===== src/rtl/tdm_demux_if.sv =====
// Stream and frame bundle for the TDM receive demultiplexer.
// The master side owns the incoming sample stream and observes the
// published frame; the slave side is the demultiplexer itself.
interface tdm_demux_if #(
    parameter int CHANNELS = 4,
    parameter int WIDTH    = 8
);
    localparam int SLOT_W = $clog2(CHANNELS);

    logic                      in_valid;
    logic                      in_sync;
    logic [WIDTH-1:0]          in_data;
    logic [SLOT_W-1:0]         slot;
    logic [CHANNELS*WIDTH-1:0] ch_data;
    logic                      frame_valid;
    logic                      sync_err;
    logic [7:0]                frame_cnt;

    modport master (
        output in_valid,
        output in_sync,
        output in_data,
        input  slot,
        input  ch_data,
        input  frame_valid,
        input  sync_err,
        input  frame_cnt
    );

    modport slave (
        input  in_valid,
        input  in_sync,
        input  in_data,
        output slot,
        output ch_data,
        output frame_valid,
        output sync_err,
        output frame_cnt
    );
endinterface


===== src/rtl/tdm_demux.sv =====
// Receive-side time-division demultiplexer.
// Sample k of each frame lands in staging slot k; when the last slot is
// filled the whole staging buffer is published on ch_data in one edge, so
// consumers only ever see complete frames. HUNT waits for a sync-marked
// sample before filling; RUN tracks alignment and flags framing errors.
module tdm_demux #(
    parameter int CHANNELS = 4,
    parameter int WIDTH    = 8
) (
    input logic         clk,
    input logic         rst,
    tdm_demux_if.slave  bus
);
    localparam int                SLOT_W    = $clog2(CHANNELS);
    localparam logic [SLOT_W-1:0] LAST_SLOT = SLOT_W'(CHANNELS - 1);
    localparam logic [SLOT_W-1:0] SLOT_ONE  = SLOT_W'(1);

    typedef enum logic {
        HUNT,
        RUN
    } state_t;

    state_t                           state;
    state_t                           state_nxt;
    logic [SLOT_W-1:0]                slot_q;
    logic [SLOT_W-1:0]                slot_nxt;
    logic [CHANNELS-1:0][WIDTH-1:0]   staging;
    logic [CHANNELS-1:0][WIDTH-1:0]   staging_nxt;
    logic [CHANNELS*WIDTH-1:0]        ch_q;
    logic                             fv_q;
    logic                             err_q;
    logic [7:0]                       cnt_q;

    logic                             wr_en;
    logic [SLOT_W-1:0]                wr_idx;
    logic                             publish;
    logic                             err_det;

    // Alignment FSM: decides where an accepted sample goes, whether it
    // closes a frame, and whether it reveals a framing violation.
    always_comb begin
        state_nxt = state;
        slot_nxt  = slot_q;
        wr_en     = 1'b0;
        wr_idx    = slot_q;
        publish   = 1'b0;
        err_det   = 1'b0;

        if (bus.in_valid) begin
            unique case (state)
                HUNT: begin
                    if (bus.in_sync) begin
                        wr_en     = 1'b1;
                        wr_idx    = '0;
                        slot_nxt  = SLOT_ONE;
                        state_nxt = RUN;
                    end
                end
                RUN: begin
                    if (bus.in_sync) begin
                        wr_en    = 1'b1;
                        wr_idx   = '0;
                        slot_nxt = SLOT_ONE;
                        err_det  = (slot_q != '0);
                    end else if (slot_q == '0) begin
                        err_det   = 1'b1;
                        state_nxt = HUNT;
                    end else begin
                        wr_en  = 1'b1;
                        wr_idx = slot_q;
                        if (slot_q == LAST_SLOT) begin
                            publish  = 1'b1;
                            slot_nxt = '0;
                        end else begin
                            slot_nxt = slot_q + SLOT_ONE;
                        end
                    end
                end
                default: begin
                    state_nxt = HUNT;
                    slot_nxt  = '0;
                end
            endcase
        end
    end

    // Merge the incoming sample into the staging image so the publish edge
    // can capture a frame that already contains its final sample.
    always_comb begin
        staging_nxt = staging;
        if (wr_en) begin
            staging_nxt[wr_idx] = bus.in_data;
        end
    end

    // FSM state and slot pointer; reset drops alignment immediately.
    always_ff @(posedge clk or posedge rst) begin
        if (rst) begin
            state  <= HUNT;
            slot_q <= '0;
        end else begin
            state  <= state_nxt;
            slot_q <= slot_nxt;
        end
    end

    // Staging buffer, published frame, status pulses and frame counter.
    always_ff @(posedge clk or posedge rst) begin
        if (rst) begin
            staging <= '0;
            ch_q    <= '0;
            fv_q    <= 1'b0;
            err_q   <= 1'b0;
            cnt_q   <= '0;
        end else begin
            staging <= staging_nxt;
            fv_q    <= publish;
            err_q   <= err_det;
            if (publish) begin
                ch_q  <= staging_nxt;
                cnt_q <= cnt_q + 8'd1;
            end
        end
    end

    assign bus.slot        = slot_q;
    assign bus.ch_data     = ch_q;
    assign bus.frame_valid = fv_q;
    assign bus.sync_err    = err_q;
    assign bus.frame_cnt   = cnt_q;
endmodule


===== src/flat_wrapper.sv =====
// flat-port wrapper written by rule: the top's interface ports become plain ports
module tdm_demux_flat 
#(
    parameter int CHANNELS = 4,
    parameter int WIDTH    = 8
)
  (clk, rst, bus_in_valid, bus_in_sync, bus_in_data, bus_slot, bus_ch_data, bus_frame_valid, bus_sync_err, bus_frame_cnt);
  tdm_demux_if #(.CHANNELS(CHANNELS), .WIDTH(WIDTH)) bus_i ();
  input logic clk;
  input logic rst;
  input wire logic [$bits(bus_i.in_valid)-1:0] bus_in_valid;
  input wire logic [$bits(bus_i.in_sync)-1:0] bus_in_sync;
  input wire logic [$bits(bus_i.in_data)-1:0] bus_in_data;
  output wire logic [$bits(bus_i.slot)-1:0] bus_slot;
  output wire logic [$bits(bus_i.ch_data)-1:0] bus_ch_data;
  output wire logic [$bits(bus_i.frame_valid)-1:0] bus_frame_valid;
  output wire logic [$bits(bus_i.sync_err)-1:0] bus_sync_err;
  output wire logic [$bits(bus_i.frame_cnt)-1:0] bus_frame_cnt;
  assign bus_i.in_valid = bus_in_valid;
  assign bus_i.in_sync = bus_in_sync;
  assign bus_i.in_data = bus_in_data;
  assign bus_slot = bus_i.slot;
  assign bus_ch_data = bus_i.ch_data;
  assign bus_frame_valid = bus_i.frame_valid;
  assign bus_sync_err = bus_i.sync_err;
  assign bus_frame_cnt = bus_i.frame_cnt;
  tdm_demux #(.CHANNELS(CHANNELS), .WIDTH(WIDTH)) u_core (.clk(clk), .rst(rst), .bus(bus_i));
endmodule

===== config.mk =====
export PLATFORM = sky130hd
export DESIGN_NAME = tdm_demux_flat
export DESIGN_NICKNAME = d
export VERILOG_FILES = /design/src/rtl/tdm_demux_if.sv /design/src/rtl/tdm_demux.sv /design/src/flat_wrapper.sv
export SDC_FILE = /design/constraint.sdc
export NUM_CORES = 1
export LEC_CHECK = 0
export CAP_MARGIN = 40
export CORE_MARGIN = 2
export CORE_UTILIZATION = 47
export CTS_BUF_LIST = sky130_fd_sc_hd__clkbuf_8 sky130_fd_sc_hd__clkbuf_16
export DETAILED_ROUTE_END_ITERATION = 6
export HOLD_SLACK_MARGIN = 0.05
export PLACE_DENSITY = 0.72
export SLEW_MARGIN = 20
export SYNTH_ARGS = -nofsm -noshare
export SYNTH_HDL_FRONTEND = slang
export SYNTH_SLANG_ARGS = --single-unit

===== constraint.sdc =====
create_clock -name clk -period 2.3 [get_ports clk]
set_input_delay 0.46 -clock clk [delete_from_list [all_inputs] [get_ports clk]]
set_output_delay 0.46 -clock clk [all_outputs]
set_load 0.05 [all_outputs]

==> flow_summary_export.csv <==
group,metric,value,unit
critical_path,worst-r2r-setup-slack,360,ps
synthesis,synth_cell_types,37,
global_route,grt_max_degree,78,
layout,diodes,0,
layout,nets,387,
critical_path,cp-start-kind,"flip-flop",
placed_design,portBuffers,55,
synthesis,synthAdderAreaFrac,0.0152,
pwr,p_leak,0.00185,uW
synthesis,ys_seq_area_frac,0.584,
critical_path,worstReg2RegEnd,"u_core.bus.ch_data[10]$_DFFE_PP0P_",
clocking,cts_buffers,9,
global_route,grt_overflow,0,
timing,fin_setup_tns,0,ps
pwr,ir_worst_vdd,0.752,mV
critical_path,r2r_cells,6,
synthesis,synthArstFlopShare,1.00,
synthesis,yosys_warnings,0,
die,die-height,87.8,um
pwr,power,6570,uW
global_route,grt_util_all_layers,0.205,
synthesis,synth-compound-area-share,0.143,
worst_hold_path,worstHoldEndpoint,"u_core.bus.frame_cnt[7]$_DFFE_PP0P_",
critical_path,critPathRequiredTime,1840,ps
routing,num_vias,2588,
layout,drive_gt1_frac,0.120,
placed_design,gp_congestion,0.749,
synthesis,synth_flop_cell,"dfrtp_1",
synthesis,netlist_instances,312,
timing,worst_slack,175,ps
synthesis,synthesis.nets,328,
worst_hold_path,hold_class,"flip-flop to flip-flop",
routing,drt_iter0_drc,194,
flow_run,drv_cap,0,
routing,viasPerCell,5.48,
die,start_util,0.486,
critical_path,max_stage_delay,810,ps
critical_path,critPathKind,"flip-flop to primary output",
placed_design,place_ws,46.1,ps
global_route,antenna_found_initial,0,
synthesis,synth_simple_gate_area_share,0.175,
synthesis,ys_ff_latch,77,
worst_hold_path,hold_start,"u_core.bus.frame_cnt[7]$_DFFE_PP0P_",
clocking,hold_buffers,0,
timing,max_clock_freq,0.471,GHz
timing,worst_slew_pin_slew,513,ps
layout,synthToLayoutAreaGrowth,28.4,%
timing,finalSetupViolations,0,
die,core,0.00679,mm^2
clocking,cts-root-buf,"clkbuf_8",
placed_design,dp_hpwl,4920,um
worst_hold_path,whs_path_depth,1,
pwr,powerDensity,1550,mW/mm^2
timing,slew_headroom,0.657,
timing,min_period_over_period,0.924,
timing,finalCriticalPeriod,2130,ps
outcome,outcome,"completed",
clocking,cts_sinks,77,
synthesis,synth_top_family_by_area,"simple AND/OR/NAND/NOR gates",
synthesis,synthMuxAreaShare,0.0273,
routing,dr.pass1.iters,4,
clocking,post_cts_buffers,0,
routing,wl_per_cell,15.7,um
global_route,grt_pass1_vias,2485,
critical_path,crit_chain,"buf_4, clkdlybuf4s50_1",
critical_path,end_kind,"primary output",
global_route,grt_pass1_wl,12100,um
die,fp.dieW,87.8,um
routing,totalWireLength,7420,um
critical_path,crit_fanout,7,
layout,utilization,0.623,
synthesis,synth-edff-count,0,
clocking,h-tree-depth,3,
critical_path,r2r-start,"u_core.bus.slot[0]$_DFFE_PP0P_",
critical_path,critical-path-slowest-cell,"clkdlybuf4s50_1",
synthesis,synth-xor-area-share,0.0186,
die,rows,30,
timing,rsz0062_at_grt,"no",
clocking,clk-insertion-delay-late,350,ps
critical_path,arrival,1670,ps
clocking,cts_resized,0,
die,io_pins,56,
timing,hold_violations,0,
clocking,clkTransAtPathRegs,70,ps
timing,finalMaxSlewViolations,0,
synthesis,synth_area_per_cell,10.6,um^2
synthesis,syn-cell-area,0.00330,mm^2
timing,fin_skew,10.3,ps
die,die-area,0.00771,mm^2
clocking,tritoncts,"yes",
clocking,clk_path_buf_depth,2,
routing,ant_nets,0,
routing,drc,0,
==> where the power goes <==
group / switching, uW / leakage [uW] / total [uW] / internal [uW]
combinational: 2090 / 0.000789 / 3210 / 1120
clock: 483 / 0.000110 / 1070 / 585
sequential: 335 / 0.000947 / 2300 / 1960
==> layer usage <==
layer / part of all wire / track usage / vias up
li1: - / - / 1225
met1: 0.44 / 0.265 / 1273
met2: 0.48 / 0.332 / 79
met3: 0.059 / 0.0471 / 11
met4: 0.022 / 0.0923 / 0
met5: 0 / 0 / -
==> cells in the mapped netlist, types with 3 or more instances <==
| master | n | area [um^2] |
|---|---|---|
| buf_4 | 3 | 22.5 |
| nand3_1 | 25 | 125 |
| clkbuf_1 | 9 | 33.8 |
| a31oi_1 | 25 | 156 |
| buf_2 | 6 | 30.0 |
| xnor2_1 | 4 | 35.0 |
| nand2_1 | 47 | 176 |
| o2111ai_1 | 8 | 70.1 |
| inv_1 | 4 | 15.0 |
| nand4_1 | 3 | 18.8 |
| dfrtp_1 | 77 | 1930 |
| mux2_2 | 8 | 90.1 |
| o211ai_1 | 8 | 60.1 |
| ha_1 | 4 | 50.1 |
| nor2_1 | 28 | 105 |
| xor2_1 | 3 | 26.3 |
| o21ai_0 | 26 | 130 |
==> stage by stage <==
stage | instances | area [um^2] | hold WS [ps]
after floorplan | 312 | 3300 | 479
after global placement | 456 | 4020 | 456
after detailed placement | 456 | 4020 | 468
after CTS | 472 | 4240 | 486
after global routing | 472 | 4240 | 518
final | 472 | 4240 | 480
==> logic make-up after synthesis <==
group,Yosys count
compound gates,73
flops,77
fa+ha+maj,4
mux,8
xor+xnor,7
buf+inv,26
simple gates,117
==> sequential cells by signal, summed over array words and instances (netlist names) <==
signal and count:
u_core.bus.frame_valid 1, u_core.bus.slot 2, u_core.bus.sync_err 1, u_core.staging 32
u_core.state 1, u_core.bus.frame_cnt 8, u_core.bus.ch_data 32
==> critical path: cells and delay by family (launching register included) <==
family | cells | cell delay (ps)
buffers and inverters | 2 | 980
DFF | 1 | 340
==> final cells by class <==
| cell class | count | area [um^2] |
|---|---|---|
| inverters | 5 | 22.5 |
| repair buffers | 69 | 706 |
| flip-flops and latches | 77 | 1930 |
| clock buffers | 12 | 165 |
| clock inverters | 4 | 46.3 |
| fillers | 565 | 2560 |
| well taps | 96 | 120 |
| multi-input cells | 209 | 1250 |
==> placed cells by master (no fill, tap or decap), drive strengths merged, types with 8 or more instances in the layout <==
cell type,count
clkbuf,12
o21ai,27
a31oi,25
buf,14
mux2,8
o211ai,8
dfrtp,77
o2111ai,8
clkdlybuf4s50,55
nor2,28
nand3,25
nand2,47
==> worst max path at each step <==
stage	startpoint	end	cells after the start	slack [ps]
floorplan	u_core.bus.slot[1]$_DFFE_PP0P_	u_core.bus.ch_data[29]$_DFFE_PP0P_	8	90
global placement	bus_in_sync	u_core.bus.ch_data[22]$_DFFE_PP0P_	6	100
detailed placement	bus_in_sync	u_core.bus.ch_data[10]$_DFFE_PP0P_	6	50
CTS	u_core.bus.slot[1]$_DFFE_PP0P_	bus_slot[1]	2	150
global route	u_core.bus.slot[1]$_DFFE_PP0P_	bus_slot[1]	2	110
finish	u_core.bus.slot[1]$_DFFE_PP0P_	bus_slot[1]	2	170
(Power assumes the default switching activity.)
